File: src/rtl/hello_world_nios2_qsys_oci_dct_packer_if.sv
// Handshake bundle between the OCI trace source, the DCT packer and the trace sink.
// slave  : the packer side (takes atoms, presents frames).
// master : the environment side (offers atoms, sinks frames).
interface hello_world_nios2_qsys_oci_dct_packer_if;
   logic        atom_valid;
   logic [5:0]  atom_data;
   logic        atom_ready;
   logic        flush_req;
   logic        frame_valid;
   logic        frame_ready;
   logic [29:0] frame_data;
   logic [3:0]  frame_count;
   logic [29:0] dct_buffer;
   logic [3:0]  dct_count;
   logic        flush_done;

   modport slave (
      input  atom_valid, atom_data, flush_req, frame_ready,
      output atom_ready, frame_valid, frame_data, frame_count,
             dct_buffer, dct_count, flush_done
   );

   modport master (
      output atom_valid, atom_data, flush_req, frame_ready,
      input  atom_ready, frame_valid, frame_data, frame_count,
             dct_buffer, dct_count, flush_done
   );
endinterface

File: src/rtl/hello_world_nios2_qsys_oci_dct_packer.sv
// OCI debug-trace (DCT) packer: packs up to ATOMS trace atoms (first atom in
// the LSBs) into a 30-bit buffer and hands each full or flushed buffer to the
// trace sink as a frame over valid/ready. flush_req drains any partial buffer
// and answers with a one-cycle flush_done pulse.
// Optional feature: define OCI_DCT_IDLE_FLUSH_EN to add an idle timer that
// emits a partial frame after TIMEOUT idle cycles (without flush_done).
module hello_world_nios2_qsys_oci_dct_packer #(
   parameter int ATOM_W  = 6,
   parameter int ATOMS   = 5,
   parameter int TIMEOUT = 15
) (
   input  logic clk,
   input  logic reset,
   hello_world_nios2_qsys_oci_dct_packer_if.slave bus
);

   typedef enum logic {FILL, EMIT} state_t;

   state_t      state;
   logic        flush_pending;
   logic        accept;
   logic [29:0] buf_next;
   logic [3:0]  cnt_next;
   logic        idle_hit;
   logic        emit_now;
   logic        flush_fire;

   // atom_ready is the only decoded output: the packer takes atoms only while filling
   assign bus.atom_ready = (state == FILL);

`ifdef OCI_DCT_IDLE_FLUSH_EN
   logic [3:0] idle_timer;

   // count FILL cycles that hold atoms but see no new atom; any accept or emit restarts it
   always_ff @(posedge clk or posedge reset) begin
      if (reset)
         idle_timer <= '0;
      else if (state != FILL || accept || bus.dct_count == 4'd0 || emit_now)
         idle_timer <= '0;
      else if (idle_timer != 4'hF)
         idle_timer <= idle_timer + 4'd1;
   end

   assign idle_hit = (idle_timer == 4'(TIMEOUT));
`else
   // no idle timer: constant 0 for any legal TIMEOUT, partial frames leave only via flush
   assign idle_hit = (TIMEOUT == 0);
`endif

   // next buffer/count including an atom accepted this cycle, plus emit/flush decisions
   always_comb begin
      accept   = (state == FILL) && bus.atom_valid;
      buf_next = bus.dct_buffer;
      cnt_next = bus.dct_count;
      if (accept) begin
         for (int k = 0; k < ATOMS; k++)
            if (k == int'(bus.dct_count))
               buf_next[ATOM_W*k +: ATOM_W] = bus.atom_data;
         cnt_next = bus.dct_count + 4'd1;
      end
      // a flush with nothing buffered (and nothing arriving) completes without a frame
      flush_fire = (state == FILL) && flush_pending && (cnt_next == 4'd0);
      emit_now   = (state == FILL) &&
                   ((cnt_next == 4'(ATOMS)) ||
                    ((flush_pending || idle_hit) && (cnt_next != 4'd0)));
   end

   // packer state machine with registered frame/buffer outputs and flush bookkeeping
   always_ff @(posedge clk or posedge reset) begin
      if (reset) begin
         state           <= FILL;
         flush_pending   <= 1'b0;
         bus.flush_done  <= 1'b0;
         bus.frame_valid <= 1'b0;
         bus.frame_data  <= '0;
         bus.frame_count <= '0;
         bus.dct_buffer  <= '0;
         bus.dct_count   <= '0;
      end else begin
         // a request arriving in the completion cycle re-arms the flush
         if (flush_fire)
            flush_pending <= 1'b0;
         if (bus.flush_req)
            flush_pending <= 1'b1;
         bus.flush_done <= flush_fire;

         case (state)
            FILL: begin
               if (emit_now) begin
                  bus.frame_data  <= buf_next;
                  bus.frame_count <= cnt_next;
                  bus.dct_buffer  <= '0;
                  bus.dct_count   <= '0;
                  bus.frame_valid <= 1'b1;
                  state           <= EMIT;
               end else begin
                  bus.dct_buffer <= buf_next;
                  bus.dct_count  <= cnt_next;
               end
            end
            EMIT: begin
               if (bus.frame_ready) begin
                  bus.frame_valid <= 1'b0;
                  state           <= FILL;
               end
            end
            default: state <= FILL;
         endcase
      end
   end

endmodule

File: src/flat_wrapper.sv
// flat-port wrapper written by rule: the top's interface ports become plain ports
module hello_world_nios2_qsys_oci_dct_packer_flat 
#(
   parameter int ATOM_W  = 6,
   parameter int ATOMS   = 5,
   parameter int TIMEOUT = 15
)
  (clk, reset, bus_atom_valid, bus_atom_data, bus_flush_req, bus_frame_ready, bus_atom_ready, bus_frame_valid, bus_frame_data, bus_frame_count, bus_dct_buffer, bus_dct_count, bus_flush_done);
  hello_world_nios2_qsys_oci_dct_packer_if bus_i ();
  input  logic clk;
  input  logic reset;
  input wire logic [$bits(bus_i.atom_valid)-1:0] bus_atom_valid;
  input wire logic [$bits(bus_i.atom_data)-1:0] bus_atom_data;
  input wire logic [$bits(bus_i.flush_req)-1:0] bus_flush_req;
  input wire logic [$bits(bus_i.frame_ready)-1:0] bus_frame_ready;
  output wire logic [$bits(bus_i.atom_ready)-1:0] bus_atom_ready;
  output wire logic [$bits(bus_i.frame_valid)-1:0] bus_frame_valid;
  output wire logic [$bits(bus_i.frame_data)-1:0] bus_frame_data;
  output wire logic [$bits(bus_i.frame_count)-1:0] bus_frame_count;
  output wire logic [$bits(bus_i.dct_buffer)-1:0] bus_dct_buffer;
  output wire logic [$bits(bus_i.dct_count)-1:0] bus_dct_count;
  output wire logic [$bits(bus_i.flush_done)-1:0] bus_flush_done;
  assign bus_i.atom_valid = bus_atom_valid;
  assign bus_i.atom_data = bus_atom_data;
  assign bus_i.flush_req = bus_flush_req;
  assign bus_i.frame_ready = bus_frame_ready;
  assign bus_atom_ready = bus_i.atom_ready;
  assign bus_frame_valid = bus_i.frame_valid;
  assign bus_frame_data = bus_i.frame_data;
  assign bus_frame_count = bus_i.frame_count;
  assign bus_dct_buffer = bus_i.dct_buffer;
  assign bus_dct_count = bus_i.dct_count;
  assign bus_flush_done = bus_i.flush_done;
  hello_world_nios2_qsys_oci_dct_packer #(.ATOM_W(ATOM_W), .ATOMS(ATOMS), .TIMEOUT(TIMEOUT)) u_core (.clk(clk), .reset(reset), .bus(bus_i));
endmodule
File: config.mk
export PLATFORM = sky130hd
export DESIGN_NAME = hello_world_nios2_qsys_oci_dct_packer_flat
export DESIGN_NICKNAME = d
export VERILOG_FILES = /design/src/rtl/hello_world_nios2_qsys_oci_dct_packer_if.sv /design/src/rtl/hello_world_nios2_qsys_oci_dct_packer.sv /design/src/flat_wrapper.sv
export SDC_FILE = /design/constraint.sdc
export NUM_CORES = 1
export LEC_CHECK = 0
export CORE_MARGIN = 1.5
export CORE_UTILIZATION = 35
export DETAILED_ROUTE_END_ITERATION = 10
export DONT_BUFFER_PORTS = 1
export PLACE_DENSITY = 0.6
export SLEW_MARGIN = 20
export SYNTH_ARGS = -nofsm -noshare
export SYNTH_HDL_FRONTEND = slang
export SYNTH_SLANG_ARGS = --single-unit
File: constraint.sdc
create_clock -name clk -period 2.27 [get_ports clk]
set_input_delay 0.454 -clock clk [delete_from_list [all_inputs] [get_ports clk]]
set_output_delay 0.454 -clock clk [all_outputs]
set_load 0.02 [all_outputs]
==> results.toml <==
[detailed_routing]
drc = 0
drt_iter0_drc = 27
ant_nets = 0
dr_wl_cell_um = 19.2
detailroute.via_count = 1906
routedLengthMet1_um = 3120
highest_metal_layer_with_signal_wires = "met4"
route.detailed.vias_per_inst = 5.04
met2_wirelength_um = 3290
postRouteWirelength_um = 7240
wl_met3_um = 755
drt_pass1_iterations = 4

[sta]
max_slew_margin_pct = 61.8
timing.setup.tns_ns = 0
tightestPinTransition_ns = 0.572
final-setup-viol-count = 0
clock-skew-final_ns = 0.00567
period_share_pct = 96.8
finalCriticalPeriod_ns = 2.20
rsz0062_at_grt = "false"
timing_hold_violations_final = 0
timing.final.max_slew_violations = 0
clock.fmax_ghz = 0.455
timing.hold.ws_ns = 0.0799

[global_route]
first_global_vias = 1990
grt_antenna_before_repair = 0
grt.overflow.total = 0
largest_net_degree_at_the_start_of_global_routing = 73
groute.usage.overall_pct = 15.7
wire_length_of_the_first_global_routing_pass_um = 11500

[layout]
final-seq-area_um2 = 1810
nets = 280
final-instance-count-excl-fill = 378
num-fill-cells = 857
final_layout_size_suffix_gt1_share_pct = 32.6
multiInputGateArea_um2 = 1240
diodes = 0
area.growth.synth_to_final_pct = 15.8

[clocking]
tritoncts = "done"
clock-root-buffer = "sky130_fd_sc_hd__clkbuf_8"
clkSinkCount = 72
clkLatencyLatePin_ns = 0.34
htree_num_levels = 3
cts.clk_slew.worst_paths_ns = 0.08
cts_inserted_buffers = 9
cts.path.max_buffers = 2

[power_and_ir_drop]
leakage_nw = 1.78
cellPowerDensity_nw_per_um2 = 1660
worst_ir_drop_vdd_v = 0.000696
total_power_w = 0.00603

[setup_path]
chain_of_cells_forming_the_critical_path = "and2b_2 -> mux2i_2 -> nand4_1 -> a21oi_4 -> buf_12 -> mux2_2"
worstPathArrival_ns = 2.43
worst_setup_path_end_kind = "flip-flop"
cp_max_fo = 14
maximum_cell_stage_delay_along_the_critical_path_ns = 0.46
critical_path.top_delay_family = "multiplexers"
setup.worst_path.start_class = "flip-flop"
critical_path_required_ns = 2.50
crit_slowest_cell = "sky130_fd_sc_hd__dfrtp_1"
worstPathBufferInverterCount = 1
timing.setup.critical_path_class = "reg -> reg"

[hold_path]
worst_hold_path_type = "in -> async"

[synthesis]
synth_area_um2 = 3130
yosysWarningCount = 0
synthesis.nets = 259
yosysSeqAreaShare_pct = 57.5
yosys_register_bits = 72
library_cell_occupying_the_most_area_in_the_post_synthesis_netlist = "sky130_fd_sc_hd__dfrtp_1"
ys_types = 38
number_of_cells_produced_by_synthesis = 244
syn_area_per_cell_um2 = 12.8
post-synth-top-area-fraction_pct = 57.5
synth_area_leaders = "sky130_fd_sc_hd__dfrtp_1 58%, sky130_fd_sc_hd__mux2_2 14%, sky130_fd_sc_hd__mux2i_1 4.2%"

[die]
fp.dieH_um = 97.6
core_area_um2 = 8680
placementRows = 34
top_level_ports = 82
die_outline_area_um2 = 9520
die_w_um = 97.6
initial_core_util_pct = 36.1

[place]
hpwlAfterDp_um = 4920
port_buffers = 0
dpl.cell_count = 357
gpl.final_weighted_congestion = 0.807

[job]
timing.max_cap.violations = 0

[status]
status = "complete, no violations"
==> report_power, final <==
| group | switching (W) | internal (W) | total, W | leakage, nW |
|---|---|---|---|---|
| logic | 0.00114 | 0.00122 | 0.00236 | 0.730 |
| registers | 0.000888 | 0.00177 | 0.00265 | 0.948 |
| clock network | 0.000483 | 0.000536 | 0.00102 | 0.0993 |
==> layout by cell type (no fill, tap or decap), types with 2 or more instances in the layout <==
master                       instances
sky130_fd_sc_hd__nand2b_1            3
sky130_fd_sc_hd__clkbuf_8           10
sky130_fd_sc_hd__inv_1               7
sky130_fd_sc_hd__nor2b_1            20
sky130_fd_sc_hd__nand2_1            16
sky130_fd_sc_hd__o22ai_1             2
sky130_fd_sc_hd__mux2i_1            12
sky130_fd_sc_hd__buf_4              16
sky130_fd_sc_hd__buf_6               3
sky130_fd_sc_hd__buf_12              2
sky130_fd_sc_hd__dfrtp_2             3
sky130_fd_sc_hd__xnor2_1             3
sky130_fd_sc_hd__mux2_2             40
sky130_fd_sc_hd__o21ai_0             2
sky130_fd_sc_hd__clkinvlp_4          2
sky130_fd_sc_hd__o22a_1             11
sky130_fd_sc_hd__nor2_1             15
sky130_fd_sc_hd__clkinv_2            2
sky130_fd_sc_hd__nand4_1             3
sky130_fd_sc_hd__nand3_1             2
sky130_fd_sc_hd__dfrtp_1            69
sky130_fd_sc_hd__ha_1                3
==> state kept, by name, indices dropped and copies added, names as in the netlist <==
signal / cells
u_core.bus.dct_buffer: 30
u_core.bus.dct_count: 4
u_core.bus.flush_done: 1
u_core.bus.frame_count: 4
u_core.bus.frame_data: 30
u_core.bus.frame_valid: 1
u_core.flush_pending: 1
u_core.state: 1
==> final timing paths <==
path	from	to	slack, ns	depth (start not counted)
worst max-delay path	u_core.state	u_core.bus.frame_data[12]	0.07	6
worst min-delay path	reset	u_core.bus.dct_buffer[8]	0.08	2
worst max register to register	u_core.state	u_core.bus.frame_data[12]	0.07	6
worst min register to register	u_core.flush_pending	u_core.bus.dct_count[3]	0.50	1
max in group asynchronous	reset	u_core.bus.dct_count[0]	1.88	2
min in group clk	bus_frame_ready	u_core.state	0.20	1
==> logic make-up after synthesis <==
| family | Yosys count | share of synthesized area, % |
|---|---|---|
| XOR/XNOR | 4 | 1.12 |
| multiplexers | 54 | 18.9 |
| AND/OR/NAND/NOR | 68 | 11.8 |
| adder cells (fa/ha/maj) | 4 | 1.60 |
| flip-flops | 72 | 57.5 |
| AO/OA/AOI/OAI | 22 | 5.59 |
| buffers and inverters | 20 | 3.48 |
==> through the flow <==
stage | setup WS [ns] | util (%) | area (um^2)
floorplan | 0.0294 | - | 3140
global route | 0.0199 | 41.8 | 3630
finish | 0.0728 | 41.8 | 3630
global placement | 0.0732 | 38.6 | 3350
CTS | 0.0185 | 40.9 | 3550
detailed placement | 0.0304 | 38.6 | 3350
==> metal layers <==
metal / up-vias / track usage [%]
met5: - / 0
met4: 0 / 3.63
met3: 7 / 8.56
met2: 58 / 24.0
met1: 958 / 19.4
li1: 883 / -
==> cell type report <==
class / instances / area share (%)
clock buffer: 11 / 3.90
clock inverter: 5 / 1.55
inverter: 8 / 0.931
multi-input combinational: 152 / 34.1
sequential: 72 / 49.8
tap: 108 / 3.73
timing repair buffer: 22 / 6.04
==> worst reg2reg max path, delay by kind of cell, from the launching register on <==
family | cells | cell delay (ns)
buf+inv | 1 | 0.19
flops | 1 | 0.46
compound gates | 1 | 0.29
mux | 2 | 0.63
simple gates | 2 | 0.53
==> cell usage after synthesis <==
cell type                  number
sky130_fd_sc_hd__a21boi_0       1
sky130_fd_sc_hd__nand2b_1       3
sky130_fd_sc_hd__clkbuf_1       1
sky130_fd_sc_hd__mux2_1         1
sky130_fd_sc_hd__o22a_1        11
sky130_fd_sc_hd__nor3b_2        1
sky130_fd_sc_hd__nand3b_1       1
sky130_fd_sc_hd__o21ai_0        2
sky130_fd_sc_hd__or3_1          1
sky130_fd_sc_hd__buf_6          2
sky130_fd_sc_hd__xnor2_1        3
sky130_fd_sc_hd__nand3_1        2
sky130_fd_sc_hd__and2b_1        1
sky130_fd_sc_hd__and2_1         1
sky130_fd_sc_hd__o31ai_1        1
sky130_fd_sc_hd__buf_2          3
sky130_fd_sc_hd__a22o_1         1
sky130_fd_sc_hd__nor4b_2        1
sky130_fd_sc_hd__mux2i_1       13
sky130_fd_sc_hd__nor2_1        15
sky130_fd_sc_hd__and3b_1        1
sky130_fd_sc_hd__buf_1          2
sky130_fd_sc_hd__nor2b_1       20
sky130_fd_sc_hd__nand4_1        3
sky130_fd_sc_hd__nand2_1       16
sky130_fd_sc_hd__buf_4          4
sky130_fd_sc_hd__a21oi_2        1
sky130_fd_sc_hd__o21a_1         1
sky130_fd_sc_hd__inv_1          8
sky130_fd_sc_hd__a41o_1         1
sky130_fd_sc_hd__xor2_1         1
sky130_fd_sc_hd__or3_4          1
sky130_fd_sc_hd__ha_1           4
sky130_fd_sc_hd__mux2_2        40
sky130_fd_sc_hd__o22ai_1        2
sky130_fd_sc_hd__dfrtp_1       72
sky130_fd_sc_hd__a31oi_1        1
sky130_fd_sc_hd__nor3_1         1
==> timing repair <==
action	4_1_cts	5_1_grt
setup endpoints to repair	0	38
setup buffers	0	4
resized for setup	0	9
hold buffers	0	0
Note: power is estimated with default switching activity, not from simulation.
